[config.mk]
export PLATFORM = sky130hd
export DESIGN_NAME = game_sequencer
export DESIGN_NICKNAME = d
export VERILOG_FILES = /design/src/rtl/game_sequencer.sv
export SDC_FILE = /design/constraint.sdc
export NUM_CORES = 1
export LEC_CHECK = 0
export CAP_MARGIN = 40
export CORE_MARGIN = 3
export CORE_UTILIZATION = 59
export CTS_BUF_LIST = sky130_fd_sc_hd__clkbuf_4 sky130_fd_sc_hd__clkbuf_8
export DETAILED_ROUTE_END_ITERATION = 8
export PLACE_DENSITY = 0.83
export SLEW_MARGIN = 0
export SYNTH_ARGS = -nofsm -noshare
export SYNTH_HDL_FRONTEND = slang
export SYNTH_SLANG_ARGS = --single-unit
[constraint.sdc]
create_clock -name clk -period 2.5 [get_ports clk]
set_clock_uncertainty 0.2 [all_clocks]
set_input_delay 0.5 -clock clk [delete_from_list [all_inputs] [get_ports clk]]
set_output_delay 0.5 -clock clk [all_outputs]
set_load 0.01 [all_outputs]
[src/rtl/game_sequencer.sv]
// Run-time controller for the T-rex game: frame tick, animation timer, speed ramp, score and life cycle.
// Optional pause support is enabled by defining GAME_SEQ_PAUSE_EN.
module game_sequencer #(
  parameter int unsigned FRAME_DIV       = 833333,
  parameter int unsigned SPEED_INIT      = 6,
  parameter int unsigned SPEED_MAX       = 13,
  parameter int unsigned ACCEL_FRAMES    = 600,
  parameter int unsigned SCORE_FRAMES    = 6,
  parameter int unsigned RESTART_HOLDOFF = 30
) (
  input  logic        clk,
  input  logic        rst,
  input  logic        btn_jump,
  input  logic        btn_duck,
`ifdef GAME_SEQ_PAUSE_EN
  input  logic        btn_pause,
`endif
  input  logic        collide,
  output logic        update,
  output logic [5:0]  timer,
  output logic [4:0]  speed,
  output logic        jump,
  output logic        duck,
  output logic        crash,
  output logic        trex_rst,
  output logic [16:0] score,
  output logic [1:0]  game_state
);

  localparam int unsigned DIV_W   = (FRAME_DIV > 1) ? $clog2(FRAME_DIV) : 1;
  localparam int unsigned ACC_W   = (ACCEL_FRAMES > 1) ? $clog2(ACCEL_FRAMES) : 1;
  localparam int unsigned SCR_W   = (SCORE_FRAMES > 1) ? $clog2(SCORE_FRAMES) : 1;
  localparam int unsigned HOLD_W  = (RESTART_HOLDOFF > 0) ? $clog2(RESTART_HOLDOFF + 1) : 1;
  localparam logic [16:0] SCORE_MAX = 17'd99999;

  typedef enum logic [1:0] {
    S_IDLE    = 2'b00,
    S_PLAYING = 2'b01,
`ifdef GAME_SEQ_PAUSE_EN
    S_CRASHED = 2'b10,
    S_PAUSED  = 2'b11
`else
    S_CRASHED = 2'b10
`endif
  } state_t;

  state_t              state, state_n;
  logic [DIV_W-1:0]    div_cnt, div_n;
  logic                tick, tick_n;
  logic [5:0]          timer_n;
  logic [4:0]          speed_n;
  logic [16:0]         score_n;
  logic [ACC_W-1:0]    accel_cnt, accel_n;
  logic [SCR_W-1:0]    score_cnt, score_cnt_n;
  logic [HOLD_W-1:0]   holdoff, holdoff_n;
  logic                btn_prev;
  logic                trex_rst_n;
  logic                jump_edge;
`ifdef GAME_SEQ_PAUSE_EN
  logic                pause_prev;
  logic                pause_edge;
`endif

  // Frame tick is forced low while paused; the divider itself never stops.
`ifdef GAME_SEQ_PAUSE_EN
  assign update     = tick & (state != S_PAUSED);
  assign pause_edge = btn_pause & ~pause_prev;
`else
  assign update     = tick;
`endif
  assign jump_edge  = btn_jump & ~btn_prev;
  assign game_state = state;

  always_ff @(posedge clk) begin
    if (rst) begin
      state      <= S_IDLE;
      div_cnt    <= '0;
      tick       <= 1'b0;
      timer      <= '0;
      speed      <= 5'(SPEED_INIT);
      score      <= '0;
      accel_cnt  <= '0;
      score_cnt  <= '0;
      holdoff    <= '0;
      btn_prev   <= 1'b0;
      trex_rst   <= 1'b0;
`ifdef GAME_SEQ_PAUSE_EN
      pause_prev <= 1'b0;
`endif
    end else begin
      state      <= state_n;
      div_cnt    <= div_n;
      tick       <= tick_n;
      timer      <= timer_n;
      speed      <= speed_n;
      score      <= score_n;
      accel_cnt  <= accel_n;
      score_cnt  <= score_cnt_n;
      holdoff    <= holdoff_n;
      btn_prev   <= btn_jump;
      trex_rst   <= trex_rst_n;
`ifdef GAME_SEQ_PAUSE_EN
      pause_prev <= btn_pause;
`endif
    end
  end

  always_comb begin
    state_n     = state;
    timer_n     = timer;
    speed_n     = speed;
    score_n     = score;
    accel_n     = accel_cnt;
    score_cnt_n = score_cnt;
    holdoff_n   = holdoff;
    trex_rst_n  = 1'b0;
    jump        = 1'b0;
    duck        = 1'b0;
    crash       = 1'b0;

    // Tick is registered so it lines up with the cycle the divider sits at its last count.
    div_n  = (div_cnt == DIV_W'(FRAME_DIV - 1)) ? '0 : div_cnt + DIV_W'(1);
    tick_n = (div_n == DIV_W'(FRAME_DIV - 1));

    if (update) begin
      timer_n = (timer == 6'd59) ? 6'd0 : timer + 6'd1;
    end

    case (state)
      S_IDLE: begin
        jump = btn_jump;
        if (update && btn_jump) begin
          state_n = S_PLAYING;
        end
      end
      S_PLAYING: begin
        jump  = btn_jump;
        duck  = btn_duck & ~btn_jump;
        crash = collide;
`ifdef GAME_SEQ_PAUSE_EN
        if (pause_edge) begin
          state_n = S_PAUSED;
        end else
`endif
        if (update) begin
          if (collide) begin
            state_n   = S_CRASHED;
            holdoff_n = '0;
          end else begin
            if (accel_cnt == ACC_W'(ACCEL_FRAMES - 1)) begin
              accel_n = '0;
              if (speed < 5'(SPEED_MAX)) begin
                speed_n = speed + 5'd1;
              end
            end else begin
              accel_n = accel_cnt + ACC_W'(1);
            end
            if (score_cnt == SCR_W'(SCORE_FRAMES - 1)) begin
              score_cnt_n = '0;
              if (score < SCORE_MAX) begin
                score_n = score + 17'd1;
              end
            end else begin
              score_cnt_n = score_cnt + SCR_W'(1);
            end
          end
        end
      end
      S_CRASHED: begin
        crash = 1'b1;
        // Restart outranks a coincident frame tick; only a fresh press qualifies.
        if (jump_edge && (holdoff == HOLD_W'(RESTART_HOLDOFF))) begin
          state_n     = S_PLAYING;
          trex_rst_n  = 1'b1;
          speed_n     = 5'(SPEED_INIT);
          score_n     = '0;
          accel_n     = '0;
          score_cnt_n = '0;
        end else if (update && (holdoff < HOLD_W'(RESTART_HOLDOFF))) begin
          holdoff_n = holdoff + HOLD_W'(1);
        end
      end
`ifdef GAME_SEQ_PAUSE_EN
      S_PAUSED: begin
        if (pause_edge) begin
          state_n = S_PLAYING;
        end
      end
`endif
      default: begin
        state_n = S_IDLE;
      end
    endcase
  end

endmodule

== Yosys cells after proc, flatten, opt, wreduce, memory -nomap -nowiden ==
Index checks and enable logic that the tools add are counted.
Word-level totals
  register bits: 71
  output and inout bits: 35
Operators by class
  add/sub/neg operators: 7
  order comparisons: 3
  equal/unequal tests: 19
  multiplexer cells: 38
  bitwise logic cells: 5
  reduce and logical (&&, ||, !) cells: 12
Operator list (count)
  17-bit two-way mux: 5
  5-bit two-way mux: 9
  20-bit equality test (second input constant): 2
  10-bit two-way mux: 4
  17-bit one-hot mux with 2 select lines: 1
  2-bit inequality test (second input constant): 11
  20-bit by 1-bit adder with 20-bit output (second input constant): 1
  20-bit two-way mux: 1
  10-bit one-hot mux with 2 select lines: 1
  5-bit one-hot mux with 2 select lines: 2
  17-bit by 1-bit adder with 17-bit output (second input constant): 1
  17-bit < comparator (second input constant): 1
  3-bit two-way mux: 4
  6-bit AND reduction: 2
  10-bit by 1-bit adder with 10-bit output (second input constant): 1
  5-bit by 1-bit adder with 5-bit output (second input constant): 2
  10-bit equality test (second input constant): 1
  2-bit two-way mux: 4
  4-bit AND reduction: 2
  6-bit by 1-bit adder with 6-bit output (second input constant): 1
  6-bit equality test (second input constant): 1
  6-bit two-way mux: 1
  2-bit one-hot mux with 3 select lines: 1
  3-bit one-hot mux with 2 select lines: 1
  other kinds (16): 24

== Logic depth before layout (Yosys ltp) ==
Gate-level depths: netlist of run 1.
  depth after elaboration: 6
  mapped depth: 9

== Worst setup path before layout of run 1 ==
No wires, ideal clock.
  path type: flip-flop to output port
  from: reg state[1] (netlist: game_state[1])
  to: out crash
  arrival time: 1557 ps
  data required time: 1800 ps
  path slack: 243 ps
  cell stages (with the launch flop): 6
  path buffers: 2
  path through: dfxtp_1 > ha_1 > buf_1 > clkbuf_1 > a21oi_1 > nor2b_1
On the way
  cells in the longest elaborated chain, start to end: 2
  elaborated cells on any way between the ends: 3
  classes of those cells: 2 x eq/ne; 1 x mux
Ends and longest elaborated chain
  from (decl): RTL line 47  | state_t state, state_n;
  from (signal assigned): RTL line 91  | state <= state_n;
  2-bit equality test / 2-bit by 1-bit equality test with 1-bit output (equally long branches): RTL line 129  | case (state)
  1-bit one-hot mux with 2 select lines (*): RTL line 129
  to (decl): RTL line 24  | output logic crash,
Mark *: on every way between the ends. The rest lies on a longest branch, timed or not.

== Worst setup path in the final report of run 1 ==
  from: in btn_jump
  to: out duck
On the way
  cells in the longest elaborated chain, start to end: 3
Ends and longest elaborated chain
  from (decl): RTL line 13  | input logic btn_jump,
  1-bit inverter: RTL line 138  | duck = btn_duck & ~btn_jump;
  1-bit AND: RTL line 138
  1-bit two-way mux: RTL line 129
  to (decl): RTL line 23  | output logic duck,
Every way passes these cells.

==> results of run 1 <==
[worst paths after layout]
| check | endpoint | start | slack [ns] |
|---|---|---|---|
| min | score[16] | score[16] | 0.31 |
| max reg2reg | speed[2] | accel_cnt[3] | 0.27 |
| max | duck | btn_jump | 0.09 |
| min reg2reg | score[16] | score[16] | 0.31 |
[metal layers]
layer  vias to the layer above  GRT usage (%)
li1                       1694              -
met1                      1622           31.6
met2                       118           42.1
met3                        20           5.67
met4                         0           11.1
met5                         -              0
[cell usage after synthesis (4+ instances only)]
cell	n	share of area, %
nor2_1	76	7.6
o311ai_1	4	0.94
clkbuf_1	7	0.70
nor4_1	4	0.67
nand2_1	31	3.1
o21ai_1	13	1.7
inv_1	11	1.1
mux2i_1	5	1.3
dfxtp_1	71	38
a221o_1	7	1.9
nor3_2	4	1.1
o21ai_0	10	1.3
nand3_1	12	1.6
nand2b_1	6	1.0
buf_2	7	0.94
nor3_1	12	1.6
nand4_1	20	3.4
a21oi_1	17	2.3
ha_1	12	4.0
o21a_1	4	0.80
xor2_1	18	4.2
xnor2_1	12	2.8
and3_1	14	2.3
[critical path, cell delays in order]
cell,delay (ns)
clkdlybuf4s50_1,0.46
and3b_1,0.23
clkdlybuf4s50_1,0.52
[final cells by class]
class / count / area [um2]
fill: 455 / 1480
multi-input combinational: 343 / 2210
inverter: 12 / 45.0
timing repair buffer: 57 / 531
clock inverter: 4 / 76.3
sequential: 71 / 1430
clock buffer: 12 / 165
tap: 75 / 93.8
[what timing repair did]
action | CTS | global route
gates cloned | 0 | 0
buffers inserted | 0 | 0
endpoints found under the setup margin | 3 | 2
resized for setup | 4 | 5
[cells by family (layout without fill, tap and decap cells)]
kind of cell               count (synthesis)  count (layout)  synth area share (%)
muxes                                      5               5                  1.34
DFF                                       71              71                  38.1
AOI/OAI and AO/OA                         81              81                  16.0
adders and majority gates                 12              12                  4.02
and+or+nand+nor                          215             215                  30.4
xor gates and xnor gates                  30              30                  7.04
buffers and inverters                     28              85                  3.15
[layout by cell type (no fill, tap or decap), types with 13 or more instances in the layout]
cell and count:
nor2_1 75, dfxtp_1 69, clkdlybuf4s50_1 37, nand2_1 31
nand4_1 20, xor2_1 18, buf_4 18, a21oi_1 17
and3_1 14, o21ai_1 13
[flip-flops by register name, indices dropped and copies added (netlist names)]
name / cells
trex_rst: 1
holdoff: 5
game_state: 2
score_cnt: 3
score: 17
div_cnt: 20
speed: 5
btn_prev: 1
accel_cnt: 10
timer: 6
update: 1
[stage by stage]
step / TNS (ns) / util, % / hold WS, ns
2_1_floorplan: 0 / - / 0.270
3_3_place_gp: 0 / 71.0 / 0.273
3_5_place_dp: -0.0278 / 71.0 / 0.299
4_1_cts: 0 / 75.3 / 0.309
5_1_grt: 0 / 75.5 / 0.326
6_report: 0 / 75.5 / 0.312
[report_power, final]
group          leakage, uW  internal (uW)  switching (uW)
logic             0.000986           23.7            36.3
registers         0.000574           1130            7.56
clock network     0.000119            645             441
==> impl_metrics.toml, run 1 <==
[outcome]
status = "finished, final reports clean"

[synthesis]
ys_types = 67
seq_area_frac_synth_pct = 38.1
syn_inst = 442
synthFlopType = "dfxtp_1"
synth-seq-cells = 71
yosysWarnings = 0
synth_area_per_cell_um2 = 8.44
synth_edf_count = 0
synthesis.nets = 459
netlist_area_um2 = 3730
async_flop_share_pct = 0

[power_and_ir_drop]
p_leak_uw = 0.00168
power_density_nw_per_um2 = 503
ir_drop_mv = 0.388
total_power_uw = 2290

[timing]
slew_headroom_pct = 42.6
final-max-slew-violation-count = 0
period_needed_ns = 2.41
tightest_slew_ns = 0.849
hold_viol_final = 0
fin_crit_sh_pct = 96.3
fin_ws_ns = 0.0930
rsz0062_at_grt = "false"
fmax_ghz = 0.415
setup_violations = 0

[setup_path]
crit_arrival_ns = 1.71
required_ns = 1.80
worst_setup_path_end_kind = "output pin"
critPathKind = "in2out"
cp_max_fo = 5
r2r_cells = 6
cp-start-kind = "input port"

[detailed_routing]
route.met2.wl_mm = 4.22
drt-pass1-iter-count = 5
drtIter0Drc = 231
num_vias = 3454
dr_wl_met3_um = 527
vias_per_cell = 6.02
detail_route.wirelength.met1_mm = 3.75
top_layer = "met4"
drc = 0
drt-total-wl_mm = 8.70
wl_per_cell_um = 15.1
ant_nets = 0

[floorplanning]
start_util_pct = 61.9
rows = 28
core_region_area_um2 = 6030
die_w_um = 85.5
die_area_um2 = 7320
pin_count = 40
die_height_um = 85.5

[clocking]
cts-hold-fix-buffers = 0
clock_sinks = 71
numCtsBuffers = 9
h-tree-depth = 3
clk_pin_slew_ns = 0.07
cts-root-buf = "clkbuf_8"
clk_path_buf_depth = 2
clock_latency_ns = 0.35
cts_tree = "done"

[grt]
grt_pass1_vias = 3389
antenna_found_initial = 0
grt-ovfl-total = 0
grt_max_degree = 17
grt_usage_pct = 25.4
grt_pass1_wl_mm = 15.1

[cells_and_area]
fin_cells = 574
diodes = 0
layout-drive-gt1-share_pct = 12.0
syn2layout_area_growth_pct = 21.9
nets = 511
fin_area_um2 = 4550

[job]
drv_cap = 0

[min_path]
hold_depth = 2
holdCritPathClass = "reg2reg"

[placed_design]
dp_slack_ns = -0.0264
hpwl_mm = 6.15
placed_area_um2 = 4280
placed_cells = 558
portBuffers = 39
gp_congestion = 0.870
Power figures use the tool's default switching activity.
==> run 2, diff against run 1 <==
--- a/config.mk
+++ b/config.mk
@@ -7,10 +7,10 @@
 export LEC_CHECK = 0
 export CAP_MARGIN = 40
 export CORE_MARGIN = 3
-export CORE_UTILIZATION = 59
-export CTS_BUF_LIST = sky130_fd_sc_hd__clkbuf_4 sky130_fd_sc_hd__clkbuf_8
+export CORE_UTILIZATION = 57
+export CTS_BUF_LIST = sky130_fd_sc_hd__clkbuf_4 sky130_fd_sc_hd__clkbuf_8 sky130_fd_sc_hd__clkbuf_16
 export DETAILED_ROUTE_END_ITERATION = 8
-export PLACE_DENSITY = 0.83
+export PLACE_DENSITY = 0.8
 export SLEW_MARGIN = 0
 export SYNTH_ARGS = -nofsm -noshare
 export SYNTH_HDL_FRONTEND = slang
==> run 2 against run 1 <==
Effect of this change: sequential cell count is the same; combinational power shrank 2%; first-iteration DRC count shrank 9.1%; clock power shrank 13%; cell count grew 0.17%; core utilization shrank 1.7 points; sequential share of layout area grew 0.18 points; count of clock-buffer cells in the layout shrank 1; worst hold slack lost 0.0089 ns; wire length shrank 1.9%; global-route usage shrank 1.5 points.
==> impl_metrics.toml, run 2 (synthesis gave the netlist of run 1 again) <==
[outcome]
status = "finished, final reports clean"

[cells_and_area]
top_regs = "div_cnt x20, score x17, accel_cnt x10"
nFillCells = 475
diodes = 0
final_common_cell = "nor2_1"
largest_reg_flops = 20
regArea_um2 = 1430
multi_input_area_um2 = 2210
syn2layout_area_growth_pct = 21.2
regMostFlops = "div_cnt"
fin_area_um2 = 4520
layout_common_cells = "nor2_1, dfxtp_1, clkdlybuf4s50_1"
finalCoreUtilization_pct = 73.8
layout-drive-gt1-share_pct = 12.0
nets = 512

[setup_path]
cp_max_fo = 5
path_cells = "clkdlybuf4s50_1 -> and3b_1 -> clkdlybuf4s50_1"
rr_endpoint = "score[5]"
worst_setup_path_end_kind = "output pin"
crit_arrival_ns = 1.75
critPathSlowestCell = "clkdlybuf4s50_1"
r2r-start = "score[0]"
crit_path_start = "btn_jump"
critPathKind = "in2out"
critical_path.most_common_cell = "clkdlybuf4s50_1"
required_ns = 1.80
r2r_cells = 6
reg2reg_slack_ns = 0.28
cpPeakStageDelay_ns = 0.53
cp-start-kind = "input port"

[detailed_routing]
ant_nets = 0
vias_per_cell = 5.98
drt-total-wl_mm = 8.53
drc = 0
drtIter0Drc = 210
wl_per_cell_um = 14.8
drt-pass1-iter-count = 4
num_vias = 3437

[grt]
grt-ovfl-total = 0
grt_usage_pct = 23.8
antenna_found_initial = 0
grt_max_degree = 17
grt_pass1_vias = 3231
grt_pass1_wl_mm = 14.5

[timing]
hold_ws_ns = 0.303
tightest_slew_ns = 0.814
fmax_ghz = 0.409
period_needed_ns = 2.45
slew_headroom_pct = 45.0
fin_crit_sh_pct = 97.9
setup_violations = 0
hold_viol_final = 0
final-max-slew-violation-count = 0
rsz0062_at_grt = "false"

[clocking]
clock_latency_ns = 0.34
clk_pin_slew_ns = 0.08
cts-hold-fix-buffers = 0
numCtsBuffers = 9
clock_sinks = 71
clk_path_buf_depth = 2
cts-root-buf = "clkbuf_8"
cts_tree = "done"
h-tree-depth = 3

[min_path]
min_from = "score[16]"
hold_depth = 2
hold_end = "score[16]"
holdCritPathClass = "reg2reg"

[placed_design]
hpwl_mm = 6.02
portBuffers = 39
placed_area_um2 = 4290
gp_congestion = 0.863

[floorplanning]
start_util_pct = 60.9
core_region_area_um2 = 6130
die_height_um = 86.9
die_area_um2 = 7560
pin_count = 40
die_w_um = 86.9
rows = 28

[job]
drv_cap = 0

[power_and_ir_drop]
ir_drop_mv = 0.453
p_leak_uw = 0.00168
power_density_nw_per_um2 = 474
[run 2: layer usage]
| layer | global-route usage, % | part of all wire [%] |
|---|---|---|
| met5 | 0 | 0 |
| met3 | 6.05 | 5.8 |
| met4 | 9.92 | 2.2 |
| met2 | 36.0 | 44 |
| met1 | 32.3 | 48 |
[run 2: metrics by stage]
stage          setup TNS, ns  cells  total power (uW)  setup WS (ns)
4_1_cts                    0    575              2160        0.00898
3_5_place_dp          -0.180    559              1230        -0.0321
3_3_place_gp               0    559              1230         0.0233
2_1_floorplan              0    442              1200          0.243
5_1_grt                    0    575              2220         0.0124
6_report                   0    575              2150         0.0533
[run 2: how the worst max path moves through the flow]
stage / cells past startpoint / slack [ns] / endpoint
after floorplan: 5 / 0.24 / crash
after global placement: 7 / 0.02 / score[16]
after detailed placement: 6 / -0.03 / score[8]
after CTS: 4 / 0.009 / crash
after global routing: 3 / 0.01 / duck
final: 3 / 0.05 / duck
[run 2: layout make-up]
class	instances	share of cell area [%]
tap	75	2.08
clock buffer	11	3.35
timing repair buffer	58	12.0
inverter	12	0.996
clock inverter	5	1.25
multi-input combinational	343	48.8
sequential	71	31.5
[run 2: critical path, delay by kind of cell]
kind / cells / cell delay, ns
buffers and inverters: 2 / 1.01
AND/OR/NAND/NOR: 1 / 0.24
[run 2: where the power goes]
part           internal [uW]  switching, uW  leakage [uW]
sequential              1130           7.69      0.000574
combinational           23.2           35.7       0.00100
clock                    513            432      0.000105
total                   1670            475       0.00168
[run 2: repair_timing]
action | in CTS | in global routing
endpoints found under the hold margin | 0 | 0
setup buffers | 0 | 0
cloned | 0 | 0
gates resized for setup | 4 | 5
setup endpoints to repair | 3 | 2
